## src/rtl/serial_comparator_ctrl_pkg.sv

```systemverilog
// rtl/serial_comparator_ctrl_pkg.sv - shared state encodings and defaults for the serial comparator
package serial_comparator_ctrl_pkg;

    localparam int DEFAULT_WIDTH = 8;

    localparam logic [1:0] S_IDLE = 2'd0;
    localparam logic [1:0] S_SCAN = 2'd1;
    localparam logic [1:0] S_DONE = 2'd2;

    typedef struct packed {
        logic smaller;
        logic equal;
        logic greater;
    } cmp_result_t;

    localparam cmp_result_t RESULT_CLEAR = '{smaller: 1'b0, equal: 1'b0, greater: 1'b0};

endpackage

```

## src/rtl/serial_comparator_ctrl_bit.sv

```systemverilog
// rtl/serial_comparator_ctrl_bit.sv - comparator_1bit, the single-bit magnitude compare cell
module comparator_1bit (
    input  logic a,
    input  logic b,
    output logic lt,
    output logic eq,
    output logic gt
);

    assign lt = ~a & b;
    assign gt = a & ~b;
    assign eq = ~(a ^ b);

endmodule

```

## src/rtl/serial_comparator_ctrl.sv

```systemverilog
// rtl/serial_comparator_ctrl.sv - bit-serial MSB-first magnitude comparator controller
// Optional SERIAL_CMP_SIGNED_EN: two's-complement compare by inverting a sign-bit decision.
module serial_comparator_ctrl
    import serial_comparator_ctrl_pkg::*;
#(
    parameter  int WIDTH = DEFAULT_WIDTH,
    localparam int CNT_W = $clog2(WIDTH + 1)
) (
    input  logic             clk,
    input  logic             rst,
    input  logic             start,
    input  logic [WIDTH-1:0] a,
    input  logic [WIDTH-1:0] b,
    output logic             busy,
    output logic             done,
    output logic             smaller,
    output logic             equal,
    output logic             greater,
    output logic [CNT_W-1:0] bits_scanned
);

    localparam int IDX_W = $clog2(WIDTH);
    localparam logic [IDX_W-1:0] IDX_MSB = IDX_W'(WIDTH - 1);

    logic [1:0]       state_q, state_d;
    logic [WIDTH-1:0] a_q, a_d;
    logic [WIDTH-1:0] b_q, b_d;
    logic [IDX_W-1:0] idx_q, idx_d;
    logic [CNT_W-1:0] cnt_q, cnt_d;
    cmp_result_t      res_q, res_d;

    logic cell_lt, cell_eq, cell_gt;
    logic bit_lt, bit_gt;

    comparator_1bit u_cell (
        .a  (a_q[idx_q]),
        .b  (b_q[idx_q]),
        .lt (cell_lt),
        .eq (cell_eq),
        .gt (cell_gt)
    );

`ifdef SERIAL_CMP_SIGNED_EN
    // A sign-bit difference means the operand with the 1 is the negative one.
    logic at_sign;
    assign at_sign = (idx_q == IDX_MSB);
    assign bit_lt  = at_sign ? cell_gt : cell_lt;
    assign bit_gt  = at_sign ? cell_lt : cell_gt;
`else
    assign bit_lt = cell_lt;
    assign bit_gt = cell_gt;
`endif

    always_comb begin
        state_d = state_q;
        a_d     = a_q;
        b_d     = b_q;
        idx_d   = idx_q;
        cnt_d   = cnt_q;
        res_d   = res_q;
        case (state_q)
            S_IDLE: begin
                if (start) begin
                    a_d     = a;
                    b_d     = b;
                    idx_d   = IDX_MSB;
                    cnt_d   = '0;
                    res_d   = RESULT_CLEAR;
                    state_d = S_SCAN;
                end
            end
            S_SCAN: begin
                cnt_d = cnt_q + CNT_W'(1);
                if (!cell_eq) begin
                    res_d.smaller = bit_lt;
                    res_d.greater = bit_gt;
                    state_d       = S_DONE;
                end else if (idx_q == '0) begin
                    res_d.equal = 1'b1;
                    state_d     = S_DONE;
                end else begin
                    idx_d = idx_q - IDX_W'(1);
                end
            end
            S_DONE: begin
                state_d = S_IDLE;
            end
            default: begin
                state_d = S_IDLE;
            end
        endcase
    end

    always_ff @(posedge clk or posedge rst) begin
        if (rst) begin
            state_q <= S_IDLE;
            a_q     <= '0;
            b_q     <= '0;
            idx_q   <= '0;
            cnt_q   <= '0;
            res_q   <= RESULT_CLEAR;
        end else begin
            state_q <= state_d;
            a_q     <= a_d;
            b_q     <= b_d;
            idx_q   <= idx_d;
            cnt_q   <= cnt_d;
            res_q   <= res_d;
        end
    end

    assign busy         = (state_q == S_SCAN);
    assign done         = (state_q == S_DONE);
    assign smaller      = res_q.smaller;
    assign equal        = res_q.equal;
    assign greater      = res_q.greater;
    assign bits_scanned = cnt_q;

endmodule
```

## config.mk

```make
export PLATFORM = sky130hd
export DESIGN_NAME = serial_comparator_ctrl
export DESIGN_NICKNAME = d
export VERILOG_FILES = /design/src/rtl/serial_comparator_ctrl_pkg.sv /design/src/rtl/serial_comparator_ctrl_bit.sv /design/src/rtl/serial_comparator_ctrl.sv
export SDC_FILE = /design/constraint.sdc
export NUM_CORES = 1
export LEC_CHECK = 0
export CAP_MARGIN = 20
export CORE_UTILIZATION = 52
export CTS_BUF_LIST = sky130_fd_sc_hd__clkbuf_8
export DETAILED_ROUTE_END_ITERATION = 7
export GPL_ROUTABILITY_DRIVEN = 0
export GPL_TIMING_DRIVEN = 0
export PLACE_DENSITY = 0.93
export REMOVE_ABC_BUFFERS = 1
export SYNTH_ARGS = -nofsm -noshare
export SYNTH_HDL_FRONTEND = slang
export SYNTH_SLANG_ARGS = --single-unit
export TNS_END_PERCENT = 50
```

## constraint.sdc

```tcl
create_clock -name clk -period 2.6 [get_ports clk]
set_input_delay 0.52 -clock clk [delete_from_list [all_inputs] [get_ports clk]]
set_output_delay 0.52 -clock clk [all_outputs]
set_load 0.01 [all_outputs]
```

* After elaboration in Yosys (flattened, before gate mapping)
Cells that the tools add are included.
** Operators by class
- $add $sub $neg :: 2
- Bitwise logic cells :: 5
- Equality and inequality tests :: 8
- Order comparisons :: 1
- Multiplexer cells :: 20
- Reductions and logical operators :: 9
** Operators by type and width (number)
- $mux W3 :: 4
- $pmux W3 S2 :: 2
- $pmux W4 S2 :: 1
- $reduce_and A4 Y1 :: 2
- $bmux W1 S3 :: 2
- $mux W1 :: 6
- $mux W2 :: 3
- $ne A2 B2 Y1 const B :: 3
- $reduce_and A2 Y1 :: 3
- $add A4 B1 Y4 const B :: 1
- $lt A3 B4 Y1 const B :: 1
- $mux W4 :: 1
- $ne A2 B1 Y1 const B :: 2
- $pmux W2 S2 :: 1
- $logic_not A3 Y1 :: 1
- $ne A3 B1 Y1 const B :: 1
- $reduce_and A3 Y1 :: 1
- $sub A3 B1 Y3 const B :: 1
- $and A1 B1 Y1 :: 2
- $eq A2 B1 Y1 const B :: 1
- $eq A2 B2 Y1 const B :: 1
- $logic_not A2 Y1 :: 1
- $not A1 Y1 :: 2
- $reduce_bool A2 Y1 :: 1
- $xor A1 B1 Y1 :: 1
** Word-level totals
- Register bits after elaboration :: 28
- Logic and storage cells :: 53

* Longest topological paths before layout
Gate-level depths: netlist of the first run.
- Word-level depth :: 6
- Mapped depth :: 8
- Mapped depth without buffers :: 7

* By module
From an unflattened synthesis of the first run, not the netlist that was laid out.
** Second synthesis, totals
- Cells, all modules :: 142
- Area, all modules :: 1371.3 sq um
** By module, submodules not included
- serial_comparator_ctrl :: cells each 138, times used 1, seq. area each 700.7 sq um, area an instance 1338.8 sq um
- comparator_1bit :: cells each 4, times used 1, seq. area each 0.0 sq um, area an instance 32.5 sq um

* Worst setup path before layout of the first run
Ideal clock, no wire load.
- Path kind :: reg-to-reg
- From :: register idx_q[0]
- To :: register res_q, in the netlist greater
- Buffers on the path :: 1
- Data required time :: 2.479 ns
- Period minus slack after synthesis :: 2.126 ns
- Slack :: 0.474 ns
- Data arrival time :: 2.005 ns
- Stages on the path, launching flop included :: 9
- Cell sequence :: dfrtp_1 -> buf_2 -> mux4_2 -> nand2_1 -> and2_1 -> ha_1 -> nor3b_1 -> nor2_1 -> a22o_1
** On the way
- Cells in the longest elaborated chain, start to end :: 6
- Elaborated cells on any way between the ends :: 11
** Ends and longest elaborated chain
- from (decl) :: line serial_comparator_ctrl.sv:28 : logic [IDX_W-1:0] idx_q, idx_d;
- from (signal assigned) :: line serial_comparator_ctrl.sv:106 : idx_q <= idx_d;
- $bmux W1 S3 :: line serial_comparator_ctrl.sv:37 : .b (b_q[idx_q]),
- $mux W1 (implied by the code) :: line serial_comparator_ctrl.sv:37
- $not A1 Y1 :: line serial_comparator_ctrl_bit.sv:11 : assign gt = a & ~b;
- $and A1 B1 Y1 :: line serial_comparator_ctrl_bit.sv:11
- $mux W1 :: line serial_comparator_ctrl.sv:74 : if (!cell_eq) begin
- $pmux W3 S2 :: line serial_comparator_ctrl.sv:61 : case (state_q)
- to (signal assigned) :: line serial_comparator_ctrl.sv:108 : res_q <= res_d;
- to (decl) :: line serial_comparator_ctrl.sv:30 : cmp_result_t res_q, res_d;
Parallel ways exist; a longest one is shown, timed or not. The select of a mux whose other input is x is not followed.
A chain may end at the register's enable or synchronous reset.

* Worst setup path in the final report of the first run
Ends and elaborated chain as after synthesis.

==> run_results.csv, run 1 <==
group,metric,value,unit
timing,slew_viol_final,0,
timing,timing.final.crit_share,93.3,%
timing,rsz0062_at_grt,"false",
clock_network,ctsHoldBuffers,0,
floorplan,core-area,0.00248,mm²
critical_path,criticalPathCategory,"flop to flop",
drt,post_drt_wl_per_cell,13.7,µm
clock_network,clock-sinks,28,
power,powerDensity,1140,mW/mm²
floorplan,fp.dieW,53.2,µm
timing,finalSetupViolCount,0,
layout,stdcell_area,0.00174,mm²
hold_path,hp-class,"input pin to async pin",
layout,drive_above_1_share,7.78,%
grt,grtUsageTotal,21.9,%
synthesis,ys_warn_count,0,
floorplan,io_pins,28,
floorplan,rows,18,
timing,max_slew_margin,58.3,%
synthesis,syn_area_per_cell,9.68,µm²
critical_path,worst_ep_required_time,2770,ps
synthesis,ys_types,28,
critical_path,worstPathMaxFanout,8,
drt,via_per_inst,5.34,
layout,multi_input_area,609,µm²
drt,routed_wl,2.69,mm
critical_path,cp_slowest_cell,"dfrtp_1",
timing,skew,1.43,ps
job,max_cap_violations,0,
timing,setup_slack,175,ps
clock_network,root_buffer,"clkbuf_8",
power,vdd_drop_max,0.724,mV
timing,finalHoldViolCount,0,
critical_path,cp-end-kind,"flop",
clock_network,cts_resized,0,
synthesis,synth_seq_cells,28,
clock_network,postCtsSetupRepairBufs,0,
timing,period_needed,2430,ps
clock_network,htreeDepth,1,
status,outcome,"completed",
grt,grt_overflow,0,
place,dp_slack,128,ps
layout,area_growth_syn_to_layout,27.7,%
floorplan,start_util,55.1,%
power,power.leakage,0.850,nW
grt,grt_max_degree,29,
synthesis,synth_seq_area_share,51.3,%
place,dp_hpwl,1.91,mm
timing,hold-worst-slack,438,ps
clock_network,cts_buffer_depth,2,
place,place_inst,191,
clock_network,clk_pin_slew,100,ps
grt,grt_pass1_vias,1033,
drt,dr.pass1.iters,4,
timing,worst_slew_pin_slew,623,ps
timing,fmax,412,MHz
clock_network,clk_latency,270,ps
critical_path,critPathArrivalTime,2600,ps
floorplan,die_h,53.2,µm
drt,dr_total_vias,1052,
layout,register_area,701,µm²
clock_network,numCtsBuffers,3,
floorplan,dieArea,0.00283,mm²
layout,final_nets,192,
drt,post-route-drc-count,0,
synthesis,synthesis.area,0.00137,mm²
timing,fin_tns_setup,0,ps
critical_path,cp_cell_sequence,"mux4_2 -> nand2_1 -> and2_1 -> ha_1 -> nor3b_1 -> nor2_1 -> a22o_1",
layout,finalNonFillerCells,197,
clock_network,cts_tree,"yes",
grt,antenna_found_initial,0,
critical_path,cpPeakStageDelay,550,ps
grt,grt_first_pass_wirelength,4.43,mm
layout,n_fill_cell,197,
synthesis,synthCells,141,
drt,drt-initial-drc-count,19,
place,placed_area,0.00163,mm²
critical_path,start_kind,"flop",
place,port_buffers,27,
layout,antenna_cells,0,
drt,ant_nets,0,
## cell usage in the layout, fill, tap and decap left out, types with 2 or more instances in the layout
cell and n:
nand3_1 4, nor2b_1 2, nor3_1 2, a21oi_1 2, clkbuf_8 3, nand2b_1 3, mux4_2 4, a311oi_1 2
nor2_1 2, nand2_1 59, nand4_1 2, a22o_1 2, mux2i_1 2, ha_1 5, dfrtp_1 28, o21ai_0 2
clkdlybuf4s50_1 27, and2_1 2, inv_1 3
## routing by layer
| metal | global-route usage (%) | vias to the layer above | share of wire (%) |
|---|---|---|---|
| met2 | 39.4 | 28 | 51 |
| met3 | 2.59 | 2 | 3.2 |
| li1 | - | 524 | - |
| met5 | 0 | - | 0 |
| met1 | 26.2 | 498 | 45 |
| met4 | 8.33 | 0 | 0.89 |
## final timing paths
kind	startpoint	end	slack, ps	cells after the start
max	idx_q[0]	greater	170	7
min	rst	bits_scanned[3]	440	2
max reg2reg	idx_q[0]	greater	170	7
min reg2reg	bits_scanned[3]	bits_scanned[3]	480	1
max in group asynchronous	rst	equal	1780	3
min in group clk	bits_scanned[3]	bits_scanned[3]	480	1
## kinds of logic (layout without fill, tap and decap cells)
| group | count (synthesis) | in the layout | synth area share (%) |
|---|---|---|---|
| AND/OR/NAND/NOR | 82 | 82 | 27.2 |
| multiplexers | 6 | 6 | 8.07 |
| buffers and inverters | 11 | 37 | 4.03 |
| adder cells (fa/ha/maj) | 5 | 5 | 4.58 |
| AO/OA/AOI/OAI | 9 | 9 | 4.77 |
| flip-flops | 28 | 28 | 51.3 |
## cells in the mapped netlist
| cell type | count | share of area (%) |
|---|---|---|
| nor3_1 | 2 | 0.73 |
| nand4_1 | 2 | 0.92 |
| inv_2 | 1 | 0.27 |
| nor4b_1 | 1 | 0.64 |
| and2_1 | 2 | 0.92 |
| a32o_1 | 1 | 0.73 |
| nor2b_1 | 2 | 0.92 |
| nand3_1 | 4 | 1.5 |
| o21ai_0 | 2 | 0.73 |
| or3b_4 | 1 | 0.82 |
| nor2_1 | 2 | 0.55 |
| nand3b_1 | 1 | 0.55 |
| a311oi_1 | 2 | 1.3 |
| nor3b_2 | 1 | 0.92 |
| a21oi_1 | 2 | 0.73 |
| buf_6 | 1 | 0.82 |
| a22o_1 | 2 | 1.3 |
| nand2b_1 | 3 | 1.4 |
| inv_1 | 3 | 0.82 |
| ha_1 | 5 | 4.6 |
| dfrtp_1 | 28 | 51 |
| mux2i_1 | 2 | 1.5 |
| nand2_1 | 59 | 16 |
| nor3b_1 | 1 | 0.55 |
| mux4_2 | 4 | 6.6 |
| and4_1 | 1 | 0.64 |
| buf_2 | 5 | 1.8 |
| clkbuf_1 | 1 | 0.27 |
## worst max-delay path, delay by kind of cell (launching register included)
| family | cells | cell delay [ps] |
|---|---|---|
| AOI/OAI and AO/OA | 1 | 210 |
| adders and majority gates | 1 | 310 |
| DFF | 1 | 550 |
| muxes | 1 | 550 |
| and+or+nand+nor | 4 | 700 |
## sequential cells by signal, summed over array words and instances (netlist names)
signal	flops
b_q	8
equal	1
greater	1
smaller	1
state_q	2
a_q	8
idx_q	3
bits_scanned	4
## cell type report
cell class              count  area share, %
flip-flops and latches     28           40.2
multi-input cells         102           35.0
repair buffers             29           17.7
clock buffers               3           2.37
well taps                  30           2.15
clock inverters             1           1.72
inverters                   4          0.861
## per-stage QoR
step	utilization, %	total power, W
floorplan	-	0.00134
global placement	65.9	0.00156
detailed placement	65.9	0.00163
CTS	68.8	0.00198
global route	70.4	0.00214
finish	70.4	0.00199
## power by group
part	switching, W	internal [W]	leakage [nW]
registers	0.000163	0.000614	0.348
clock network	0.000140	0.000206	0.0357
logic	0.000440	0.000424	0.467
Power figures use the tool's default switching activity.
==> run 2, diff against run 1 <==
Settings changed: PLACE_DENSITY 0.93 to 0.8.
==> run 2 against run 1 <==
  * Register-to-register slack better by 110 ps
  * First-iteration DRC count up 11%
  * Power up 0.24%
  * Final area up 0.29%
  * Core utilization up 0.20 points
==> run_results.csv, run 2 (same netlist as run 1, synthesis figures left out) <==
group,metric,value,unit
grt,grtUsageTotal,22.3,%
critical_path,r2r_start,"idx_q[0]",
timing,skew,6.87,ps
clock_network,clock-sinks,28,
layout,area_growth_syn_to_layout,28.0,%
floorplan,die_h,53.2,µm
critical_path,critPathArrivalTime,2480,ps
clock_network,ctsHoldBuffers,0,
layout,drive_above_1_share,8.38,%
hold_path,worstHoldStart,"b_q[0]",
timing,timing.final.crit_share,89.1,%
floorplan,fp.dieW,53.2,µm
timing,period_needed,2320,ps
layout,postLayoutCoreUtil,70.6,%
critical_path,cp_cell_sequence,"mux4_2 -> nand2_1 -> nand2_1 -> ha_1 -> nor3b_2 -> nor2_1 -> a22o_1",
drt,dr_total_vias,1088,
clock_network,clk_latency,270,ps
critical_path,cp_slowest_cell,"dfrtp_1",
timing,fin_tns_setup,0,ps
floorplan,dieArea,0.00283,mm²
timing,finalSetupViolCount,0,
drt,post-route-drc-count,0,
critical_path,rr_worst_depth,7,
layout,register_area,701,µm²
layout,multi_input_area,614,µm²
hold_path,hp-class,"flop to flop",
floorplan,rows,18,
critical_path,start_kind,"flop",
grt,antenna_found_initial,0,
layout,final_common_cell,"nand2_1",
critical_path,critPathCapture,"smaller",
clock_network,cts_tree,"yes",
clock_network,clk_pin_slew,100,ps
drt,routed_wl,2.70,mm
layout,final_nets,192,
critical_path,cpPeakStageDelay,560,ps
power,power.leakage,0.853,nW
floorplan,start_util,55.1,%
timing,slew_viol_final,0,
timing,finalHoldViolCount,0,
critical_path,cpMostUsedCell,"nand2_1",
critical_path,rrSetupSlack,280,ps
timing,fmax,432,MHz
clock_network,htreeDepth,1,
critical_path,crit_cells,7,
layout,most-common-layout-cells,"59 x nand2_1, 28 x dfrtp_1, 27 x clkdlybuf4s50_1",
drt,via_per_inst,5.52,
power,vdd_drop_max,0.735,mV
drt,dr.pass1.iters,4,
critical_path,crit_buf_inv,0,
timing,max_slew_margin,53.9,%
grt,grt_first_pass_wirelength,4.53,mm
clock_network,cts_buffer_depth,2,
clock_network,numCtsBuffers,3,
critical_path,cpLargestDelayFamily,"flip-flops",
job,max_cap_violations,0,
layout,n_fill_cell,197,
power,powerDensity,1140,mW/mm²
critical_path,criticalPathCategory,"flop to flop",
clock_network,root_buffer,"clkbuf_8",
place,port_buffers,27,
floorplan,core-area,0.00248,mm²
layout,antenna_cells,0,
drt,drt-initial-drc-count,21,
status,outcome,"completed",
place,dp_hpwl,1.80,mm
clock_network,postCtsSetupRepairBufs,0,
grt,grt_overflow,0,
clock_network,cts_resized,0,
critical_path,cp-end-kind,"flop",
critical_path,rr_endpoint,"smaller",
drt,post_drt_wl_per_cell,13.7,µm
timing,rsz0062_at_grt,"false",
critical_path,worst_ep_required_time,2760,ps
grt,grt_max_degree,29,
critical_path,worstPathMaxFanout,8,
floorplan,io_pins,28,
grt,grt_pass1_vias,1049,
timing,worst_slew_pin_slew,688,ps
drt,ant_nets,0,
critical_path,crit_path_start,"idx_q[0]",
run 2: changes by cell type in the layout (fill, tap and decap cells not counted):
| cell | previous run | this run |
|---|---|---|
| nor3b_1 | 1 | 0 |
| nor3b_2 | 1 | 2 |
run 2: tightest hold or removal path, delay by kind of cell (launching register included):
kind,cells,cell delay [ps]
flip-flops,1,350
AND/OR/NAND/NOR,2,110
run 2: power breakdown:
group	leakage (nW)	switching (W)	internal, W
clock network	0.0357	0.000133	0.000206
logic	0.469	0.000451	0.000429
registers	0.348	0.000159	0.000614
total	0.853	0.000743	0.00125
run 2: worst min-delay path by stage:
stage             end  slack, ps  cells after the start
6_report       b_q[0]        480                      2
5_1_grt        a_q[0]        510                      2
4_1_cts        b_q[0]        480                      2
3_5_place_dp   b_q[0]        460                      2
3_3_place_gp   a_q[6]        450                      2
2_1_floorplan  a_q[1]        440                      2
run 2: area by class of cell:
| class | instances | share of cell area [%] |
|---|---|---|
| clock buffer | 3 | 2.36 |
| clock inverter | 1 | 1.72 |
| inverter | 4 | 0.859 |
| multi-input combinational | 102 | 35.1 |
| sequential | 28 | 40.1 |
| tap | 30 | 2.15 |
| timing repair buffer | 29 | 17.7 |
run 2: through the flow:
stage                     area [µm²]  power [W]  hold WS (ps)  instances  worst slack [ps]
final                           1750    0.00199           480        197               283
after global routing            1750    0.00216           513        197               128
after global placement          1630    0.00156           453        191               201
after CTS                       1700    0.00197           485        195               104
after detailed placement        1630    0.00162           462        191               114
after floorplan                 1330    0.00134           440        134               439
run 2: routing by layer:
layer	vias to the layer above	share of wire, %	track usage, %
met5	-	0	0
met2	26	51	37.5
li1	521	-	-
met4	0	0.44	9.21
met3	2	2.9	4.02
met1	539	45	27.9
==> run 3, diff against run 2 <==
Settings changed: CORE_MARGIN from default to 2, PLACE_DENSITY 0.8 to default, PLACE_DENSITY_LB_ADDON from default to 0.05.
==> run 3 against run 2 <==
  * Sequential power about the same
  * Clock-buffer cell count rose by 1
  * Clock skew hardly changed
  * Sequential share of layout area is 0.79 points higher
  * Wire length increased by 2.7%
  * Non-clock buffer count is the same
  * Flip-flop and latch count unchanged
  * Core utilization decreased by 1.4 points
  * Final area is 1.9% lower
  * Combinational power decreased by 1%
  * Power down 4.2%
==> run_results.csv, run 3 (same netlist as run 1, synthesis figures left out) <==
group,metric,value,unit
clock_network,cts_buffer_depth,2,
power,power.leakage,0.838,nW
layout,final_common_cell,"nand2_1",
critical_path,cp-end-kind,"flop",
grt,grt_overflow,0,
status,outcome,"completed",
floorplan,die_h,55.2,µm
clock_network,numCtsBuffers,3,
layout,finalNonFillerCells,197,
critical_path,rr_worst_depth,7,
clock_network,clock-sinks,28,
critical_path,r2r_start,"idx_q[0]",
critical_path,start_kind,"flop",
power,seqPwrFrac,40.5,%
clock_network,clk_latency,270,ps
hold_path,hp-class,"flop to flop",
drt,post-route-drc-count,0,
grt,grtUsageTotal,20.3,%
drt,via_per_inst,5.39,
hold_path,hold_end,"a_q[4]",
drt,dr_total_vias,1061,
critical_path,critPathArrivalTime,2570,ps
timing,skew,6.57,ps
drt,dr.pass1.iters,4,
drt,post_drt_wl_per_cell,14.1,µm
clock_network,ctsHoldBuffers,0,
layout,register_area,701,µm²
clock_network,cts_tree,"yes",
critical_path,worst_ep_required_time,2770,ps
power,p_clk_share,14.1,%
grt,antenna_found_initial,0,
power,power_frac_comb,45.4,%
power,switching_share,38.6,%
timing,rsz0062_at_grt,"false",
critical_path,rrSetupSlack,200,ps
timing,fmax,416,MHz
clock_network,postCtsSetupRepairBufs,0,
drt,drt-initial-drc-count,19,
layout,final_nets,192,
critical_path,worstPathMaxFanout,8,
clock_network,htreeDepth,1,
grt,grt_pass1_vias,1106,
layout,area_growth_syn_to_layout,25.6,%
clock_network,cts_resized,0,
layout,multi_input_area,609,µm²
floorplan,core-area,0.00248,mm²
timing,timing.final.crit_share,92.4,%
hold_path,worstHoldStart,"a_q[4]",
clock_network,clk_pin_slew,100,ps
floorplan,io_pins,28,
floorplan,start_util,55.1,%
timing,period_needed,2400,ps
power,internal_power,0.00117,W
timing,worst_slew_pin_slew,766,ps
floorplan,rows,18,
place,dp_hpwl,1.85,mm
job,max_cap_violations,0,
drt,routed_wl,2.78,mm
clock_network,root_buffer,"clkbuf_8",
hold_path,holdPathStages,2,
grt,grt_max_degree,29,
power,powerDensity,1110,mW/mm²
layout,antenna_cells,0,
floorplan,fp.dieW,55.2,µm
timing,max_slew_margin,48.7,%
layout,most-common-layout-cells,"59 x nand2_1, 28 x dfrtp_1, 27 x clkdlybuf4s50_1",
critical_path,criticalPathCategory,"flop to flop",
layout,drive_above_1_share,7.78,%
critical_path,rr_endpoint,"smaller",
floorplan,dieArea,0.00305,mm²
grt,grt_first_pass_wirelength,5.02,mm
timing,slew_viol_final,0,
power,p_switching,0.000737,W
power,finalPower,0.00191,W
timing,finalSetupViolCount,0,
power,vdd_drop_max,0.669,mV
place,placed_area,0.00163,mm²
timing,fin_tns_setup,0,ps
timing,hold-worst-slack,482,ps
layout,n_fill_cell,203,
place,port_buffers,27,
drt,ant_nets,0,
place,place_inst,191,
timing,finalHoldViolCount,0,
layout,stdcell_area,0.00171,mm²
[run 3: changes by cell type in the layout (fill, tap and decap cells not counted), sizes merged]
cell    before  now
bufinv       1    0
clkbuf       3    4
[run 3: per-layer routing]
| layer | up-vias | global-route usage (%) | wire length, µm |
|---|---|---|---|
| met5 | - | 0 | 0 |
| met4 | 0 | 9.06 | 31 |
| met3 | 4 | 2.81 | 73 |
| met2 | 19 | 33.7 | 1410 |
| met1 | 515 | 26.6 | 1270 |
| li1 | 523 | - | - |
[run 3: critical path: stages (launching register included)]
cell,delay (ps)
dfrtp_1,560
mux4_2,560
nand2_1,110
and2_1,140
ha_1,310
nor3b_1,340
nor2_1,100
a22o_1,190
[run 3: layout make-up]
class	count	area share (%)
sequential	28	40.9
tap	30	2.19
clock buffer	4	3.21
timing repair buffer	29	17.3
multi-input combinational	102	35.5
inverter	4	0.876
[run 3: metrics by stage]
step	util [%]	setup WS, ps
floorplan	-	439
global placement	65.9	176
detailed placement	65.9	47.0
CTS	68.1	127
global route	69.2	9.83
finish	69.2	197
[run 3: power by group through the flow]
stage                     sequential, W  clock (W)  combinational (W)
final                          0.000774   0.000269           0.000866
after global placement         0.000770          0           0.000801
after global routing           0.000805   0.000294           0.000978
after CTS                      0.000774   0.000275           0.000850
after detailed placement       0.000783          0           0.000846
after floorplan                0.000749          0           0.000592
[run 3: how the worst max path moves through the flow]
stage          startpoint  endpoint
5_1_grt          idx_q[0]   smaller
2_1_floorplan    idx_q[0]   greater
4_1_cts          idx_q[0]   smaller
6_report         idx_q[0]   smaller
3_5_place_dp        start  idx_q[0]
3_3_place_gp        start   smaller
